File: src/rtl/mul_hilo_ctrl_pkg.sv
// rtl/mul_hilo_ctrl_pkg.sv - shared CPU types and constants for the HI/LO multiply stage
package mul_hilo_ctrl_pkg;

  // Datapath word width; the product is twice this.
  localparam int WIDTH = 32;

  // Hold counter width; wide enough for MUL_CYCLES up to 15.
  localparam int CNT_W = 4;

  // Read-port select values for rd_sel.
  localparam logic SEL_LO = 1'b0;
  localparam logic SEL_HI = 1'b1;

  // Multiply sequencer states.
  typedef enum logic [1:0] {
    IDLE = 2'd0,
    WAIT = 2'd1,
    DONE = 2'd2
  } state_t;

endpackage

File: src/rtl/mul_hilo_ctrl.sv
// rtl/mul_hilo_ctrl.sv - multicycle operand hold, HI/LO product capture and direct HI/LO access
module mul_hilo_ctrl
  import mul_hilo_ctrl_pkg::*;
#(
  parameter int WIDTH      = mul_hilo_ctrl_pkg::WIDTH,
  parameter int MUL_CYCLES = 2
) (
  input  logic               clk,
  input  logic               rst,
  input  logic               start,
  input  logic [WIDTH-1:0]   x_in,
  input  logic [WIDTH-1:0]   y_in,
  output logic [WIDTH-1:0]   op_x,
  output logic [WIDTH-1:0]   op_y,
  input  logic [2*WIDTH-1:0] prod_in,
  input  logic               hi_wr,
  input  logic               lo_wr,
  input  logic [WIDTH-1:0]   data_in,
  input  logic               rd_sel,
  output logic [WIDTH-1:0]   data_out,
  output logic [WIDTH-1:0]   hi,
  output logic [WIDTH-1:0]   lo,
  output logic               busy,
  output logic               done
);

  // The multiplier is a multicycle path: operands sit still for MUL_CYCLES
  // edges, and the counter reaching zero marks the edge that samples prod_in.
  localparam logic [CNT_W-1:0] CNT_LOAD = CNT_W'(MUL_CYCLES - 1);

  state_t           state;
  state_t           next_state;
  logic [CNT_W-1:0] cnt;
  logic             load_ops;
  logic             capture;

  // State register.
  always_ff @(posedge clk) begin
    if (rst) begin
      state <= IDLE;
    end else begin
      state <= next_state;
    end
  end

  // Next-state decode plus the load/capture strobes and status outputs.
  always_comb begin
    next_state = state;
    load_ops   = 1'b0;
    capture    = 1'b0;
    busy       = 1'b0;
    done       = 1'b0;
    case (state)
      IDLE: begin
        if (start) begin
          load_ops   = 1'b1;
          next_state = WAIT;
        end
      end
      WAIT: begin
        // start is deliberately ignored here: no queueing of a second multiply.
        busy = 1'b1;
        if (cnt == '0) begin
          capture    = 1'b1;
          next_state = DONE;
        end
      end
      DONE: begin
        done = 1'b1;
        if (start) begin
          load_ops   = 1'b1;
          next_state = WAIT;
        end else begin
          next_state = IDLE;
        end
      end
      default: next_state = IDLE;
    endcase
  end

  // Operand registers and hold counter; operands only change on a load.
  always_ff @(posedge clk) begin
    if (rst) begin
      op_x <= '0;
      op_y <= '0;
      cnt  <= '0;
    end else if (load_ops) begin
      op_x <= x_in;
      op_y <= y_in;
      cnt  <= CNT_LOAD;
    end else if (state == WAIT && cnt != '0) begin
      cnt <= cnt - CNT_W'(1);
    end
  end

  // HI/LO pair: a product capture overrides any direct write on the same edge.
  always_ff @(posedge clk) begin
    if (rst) begin
      hi <= '0;
      lo <= '0;
    end else if (capture) begin
      hi <= prod_in[2*WIDTH-1:WIDTH];
      lo <= prod_in[WIDTH-1:0];
    end else begin
      if (hi_wr) hi <= data_in;
      if (lo_wr) lo <= data_in;
    end
  end

  // Read port shows the registered value; a write in flight is not bypassed.
  always_comb begin
    data_out = (rd_sel == SEL_HI) ? hi : lo;
  end

endmodule

File: config.mk
export PLATFORM = sky130hd
export DESIGN_NAME = mul_hilo_ctrl
export DESIGN_NICKNAME = d
export VERILOG_FILES = /design/src/rtl/mul_hilo_ctrl_pkg.sv /design/src/rtl/mul_hilo_ctrl.sv
export SDC_FILE = /design/constraint.sdc
export NUM_CORES = 1
export LEC_CHECK = 0
export CORE_MARGIN = 2
export CORE_UTILIZATION = 39
export CTS_CLUSTER_DIAMETER = 30
export DETAILED_ROUTE_END_ITERATION = 16
export PLACE_DENSITY = 0.81
export RECOVER_POWER = 100
export SLEW_MARGIN = 10
export SYNTH_ARGS = -nofsm -noshare
export SYNTH_HDL_FRONTEND = slang
export SYNTH_SLANG_ARGS = --single-unit
export TNS_END_PERCENT = 5
File: constraint.sdc
create_clock -name clk -period 2.3 [get_ports clk]
set_input_delay 0.345 -clock clk [delete_from_list [all_inputs] [get_ports clk]]
set_output_delay 0.345 -clock clk [all_outputs]
set_load 0.1 [all_outputs]
==> results.rst <==
.. list-table::
   :header-rows: 1

   * - Metric
     - Value
   * - Flops & latches, synth
     - 134
   * - Biggest area consumer among synthesized cells
     - sky130_fd_sc_hd__dfxtp_1
   * - Antenna viol nets, final
     - 0
   * - Master of the slowest instance on the critical path
     - sky130_fd_sc_hd__buf_1
   * - Final Max Slew Viols
     - 0
   * - GR Overflow Total
     - 0
   * - Number of placement rows
     - 44
   * - Crit path max-delay family
     - buffers and inverters
   * - Fill count
     - 1313
   * - Kind of end point of the critical path
     - output pin
   * - Area of all placed cells without fillers
     - 9329 sq um
   * - Worst hold slack
     - 418.1 ps
   * - Maximum Capacitance Violations
     - 0
   * - Total CTS buffers
     - 17
   * - Number of detailed-routing iterations run before antenna repair
     - 4
   * - Top_reg_cell synth
     - sky130_fd_sc_hd__dfxtp_1
   * - Final Hold Viols
     - 0
   * - Post-synthesis instance total
     - 644
   * - Combined area of the multi-input logic cells
     - 2780 sq um
   * - Most instantiated cells after synthesis
     - sky130_fd_sc_hd__dfxtp_1 (134), sky130_fd_sc_hd__nand2_1 (129), sky130_fd_sc_hd__a211oi_1 (66), sky130_fd_sc_hd__a21oi_1 (66), sky130_fd_sc_hd__mux2i_1 (64)
   * - Unrepaired setup endpoints after global routing
     - no
   * - WP data arrival
     - 1660 ps
   * - Library cell used as clock root buffer
     - sky130_fd_sc_hd__clkbuf_16
   * - Filler-free cell count of the finished design
     - 1137
   * - Count of nets after finishing
     - 1108
   * - Avg Inst Size Synth
     - 9.149 sq um
   * - HP Class
     - in -> reg
   * - Worst clock skew
     - 10.27 ps
   * - Status
     - finished clean
   * - Total of cells resized after clock tree synthesis
     - 0
   * - CTS tree
     - yes
   * - Max clock buf depth
     - 2
   * - Fraction of synthesized cell area in xor and xnor cells
     - 0%
   * - Portion of netlist area occupied by mux cells
     - 16.99%
   * - Synth Area in Compound Gates
     - 14.44%
   * - Half-perimeter wire length after placement
     - 14680 um
   * - Simple-gate share of the synthesized area
     - 16.97%
   * - Initial core utilization
     - 40.23%
   * - Required time of the critical path
     - 1960 ps
   * - Input/output buffers
     - 327
   * - Number of antenna violations at the first check in global routing
     - 0
   * - Most common cell in the netlist
     - sky130_fd_sc_hd__dfxtp_1
   * - Routed wire length
     - 20590 um
   * - Overall power consumption
     - 8.463 mW
   * - Core Area
     - 14640 sq um
   * - P_leak
     - 3.810 nW
   * - Time the worst path needs with I/O delays and setup
     - 2001 ps
   * - Ant diodes
     - 0
   * - Worst setup timing slack at the placement stage
     - 559.5 ps
   * - Total negative slack
     - 0 ps
   * - Global-route wire length before repair
     - 31740 um
   * - Post-synthesis net count
     - 811
   * - Area added between synthesis and finish
     - 58.34%
   * - Largest net degree at the start of global routing
     - 82
   * - Postcts setup bufs
     - 0
   * - Area taken by flip-flops and latches
     - 2683 sq um
   * - Share of the yosys chip area belonging to registers
     - 45.53%
   * - CTS H-Tree Depth
     - 4
   * - Fraction of synthesized cell area taken by the top area cell type
     - 45.53%
   * - Overall routing resource usage
     - 24.89%
   * - Starting DRT DRC Count
     - 345
   * - Total die area
     - 16110 sq um
   * - Final setup slack of the worst path
     - 299.2 ps
   * - Actual slew at the worst max-slew pin
     - 1226 ps
   * - Layout cell share with drive strength beyond 1
     - 17.42%
   * - Horizontal die dimension
     - 126.9 um
   * - Clk sinks
     - 134
   * - Clock network latency to the later pin of the worst-skew pair
     - 420 ps
   * - Leading cell types by total area after synthesis
     - sky130_fd_sc_hd__dfxtp_1 (46%), sky130_fd_sc_hd__mux2i_1 (11%), sky130_fd_sc_hd__a211oi_1 (8.4%), sky130_fd_sc_hd__nand2_1 (8.2%), sky130_fd_sc_hd__mux2_2 (6.1%)
   * - Synth Area in Adders
     - 0.2124%
   * - Worst path cell trace
     - buf_1
   * - Total buffers and inverters traversed by the critical path
     - 1
   * - Weighted congestion reported at the end of routability-driven placement
     - 0.8232
   * - Final routed wire length divided by cell count
     - 18.11 um
   * - Worst vdd rail ir drop
     - 0.0009217 V
   * - Peak per-stage delay on the critical path
     - 880 ps
   * - Vias per cell
     - 5.168
   * - Post-synth EDFFs
     - 0
   * - Hold Buf Count CTS
     - 0
   * - Kind of start point of the critical path
     - flip-flop
   * - Number of warnings reported in the yosys synthesis log
     - 0
   * - Post-CTS clock slew at the launch and capture registers of the worst setup and hold paths
     - 60 ps
   * - Worst slew margin relative to its limit
     - 18.64%
   * - Detailed-route DRC error count
     - 0
   * - Type of the worst setup path
     - reg -> out
   * - Post-route clock period utilization
     - 86.99%
   * - Async set or reset register ratio after synthesis
     - 0%
   * - # IOs
     - 328
   * - Power per unit of standard cell area
     - 907.2 nW/um^2
   * - Number of vias after detailed routing
     - 5876
   * - Die outline height
     - 126.9 um
   * - Via count of the first global-routing pass
     - 5708
   * - Number of unique standard cell types used by synthesis
     - 27
   * - Cell total after placement
     - 1106
   * - Netlist area before placement
     - 5892 sq um
   * - Final core occ
     - 63.70%
   * - Final-report setup violation count
     - 0
   * - Total placed instance area
     - 9298 sq um
   * - Dominant combinational cell family by area after synthesis
     - multiplexers
   * - Top achievable clock speed
     - 499.8 MHz
   * - Critical-path maximum fanout
     - 3
[per-layer routing]
layer / track usage, % / wire length, um / part of all wire, % / vias to the layer above
met5: 0 / 0 / 0 / -
met4: 7.886 / 444 / 2.2 / 0
met3: 6.453 / 1056 / 5.1 / 33
met2: 43.11 / 10630 / 52 / 207
met1: 30.28 / 8454 / 41 / 2764
li1: - / - / - / 2872
[registers in the layout, indices dropped and copies added (netlist names)]
name   cells
cnt        4
hi        32
lo        32
op_x      32
op_y      32
state      2
[cell type report]
cell class	instances	share of cell area, %
sequential	134	28.76
tap	184	2.468
inverter	4	0.1609
clock buffer	24	5.271
clock inverter	7	0.7645
multi-input combinational	441	29.80
timing repair buffer	343	32.78
[power by group]
| group | internal [mW] | leakage (nW) | switching (mW) |
|---|---|---|---|
| combinational | 0.846 | 2.44 | 2.38 |
| sequential | 2.51 | 1.11 | 0.135 |
| clock | 1.59 | 0.268 | 0.997 |
[cell families (layout without fill, tap and decap cells)]
kind of cell / Yosys count / in the layout
AO/OA/AOI/OAI: 136 / 136
buffers and inverters: 69 / 378
adder cells (fa/ha/maj): 1 / 1
flip-flops: 134 / 134
multiplexers: 96 / 96
AND/OR/NAND/NOR: 208 / 208
[worst paths after layout]
check | from | to | slack (ps) | cells past startpoint
min reg2reg | op_y[5] | op_y[5] | 450 | 2
max | hi[19] | hi[19] | 300 | 1
max reg2reg | cnt[0] | cnt[1] | 420 | 6
min | lo_wr | lo[9] | 420 | 3
[cell usage in the layout, fill, tap and decap left out, types with 4 or more instances in the layout]
| cell type | n |
|---|---|
| sky130_fd_sc_hd__clkdlybuf4s50_1 | 161 |
| sky130_fd_sc_hd__dfxtp_1 | 134 |
| sky130_fd_sc_hd__nand2_1 | 128 |
| sky130_fd_sc_hd__clkbuf_2 | 77 |
| sky130_fd_sc_hd__a21oi_1 | 66 |
| sky130_fd_sc_hd__a211oi_1 | 66 |
| sky130_fd_sc_hd__mux2i_1 | 64 |
| sky130_fd_sc_hd__nor3_1 | 62 |
| sky130_fd_sc_hd__clkbuf_1 | 50 |
| sky130_fd_sc_hd__buf_12 | 38 |
| sky130_fd_sc_hd__mux2_1 | 30 |
| sky130_fd_sc_hd__clkbuf_16 | 17 |
| sky130_fd_sc_hd__buf_4 | 9 |
| sky130_fd_sc_hd__buf_1 | 5 |
| sky130_fd_sc_hd__inv_1 | 4 |
| sky130_fd_sc_hd__clkbuf_8 | 4 |
Note: power is estimated with default switching activity, not from simulation.
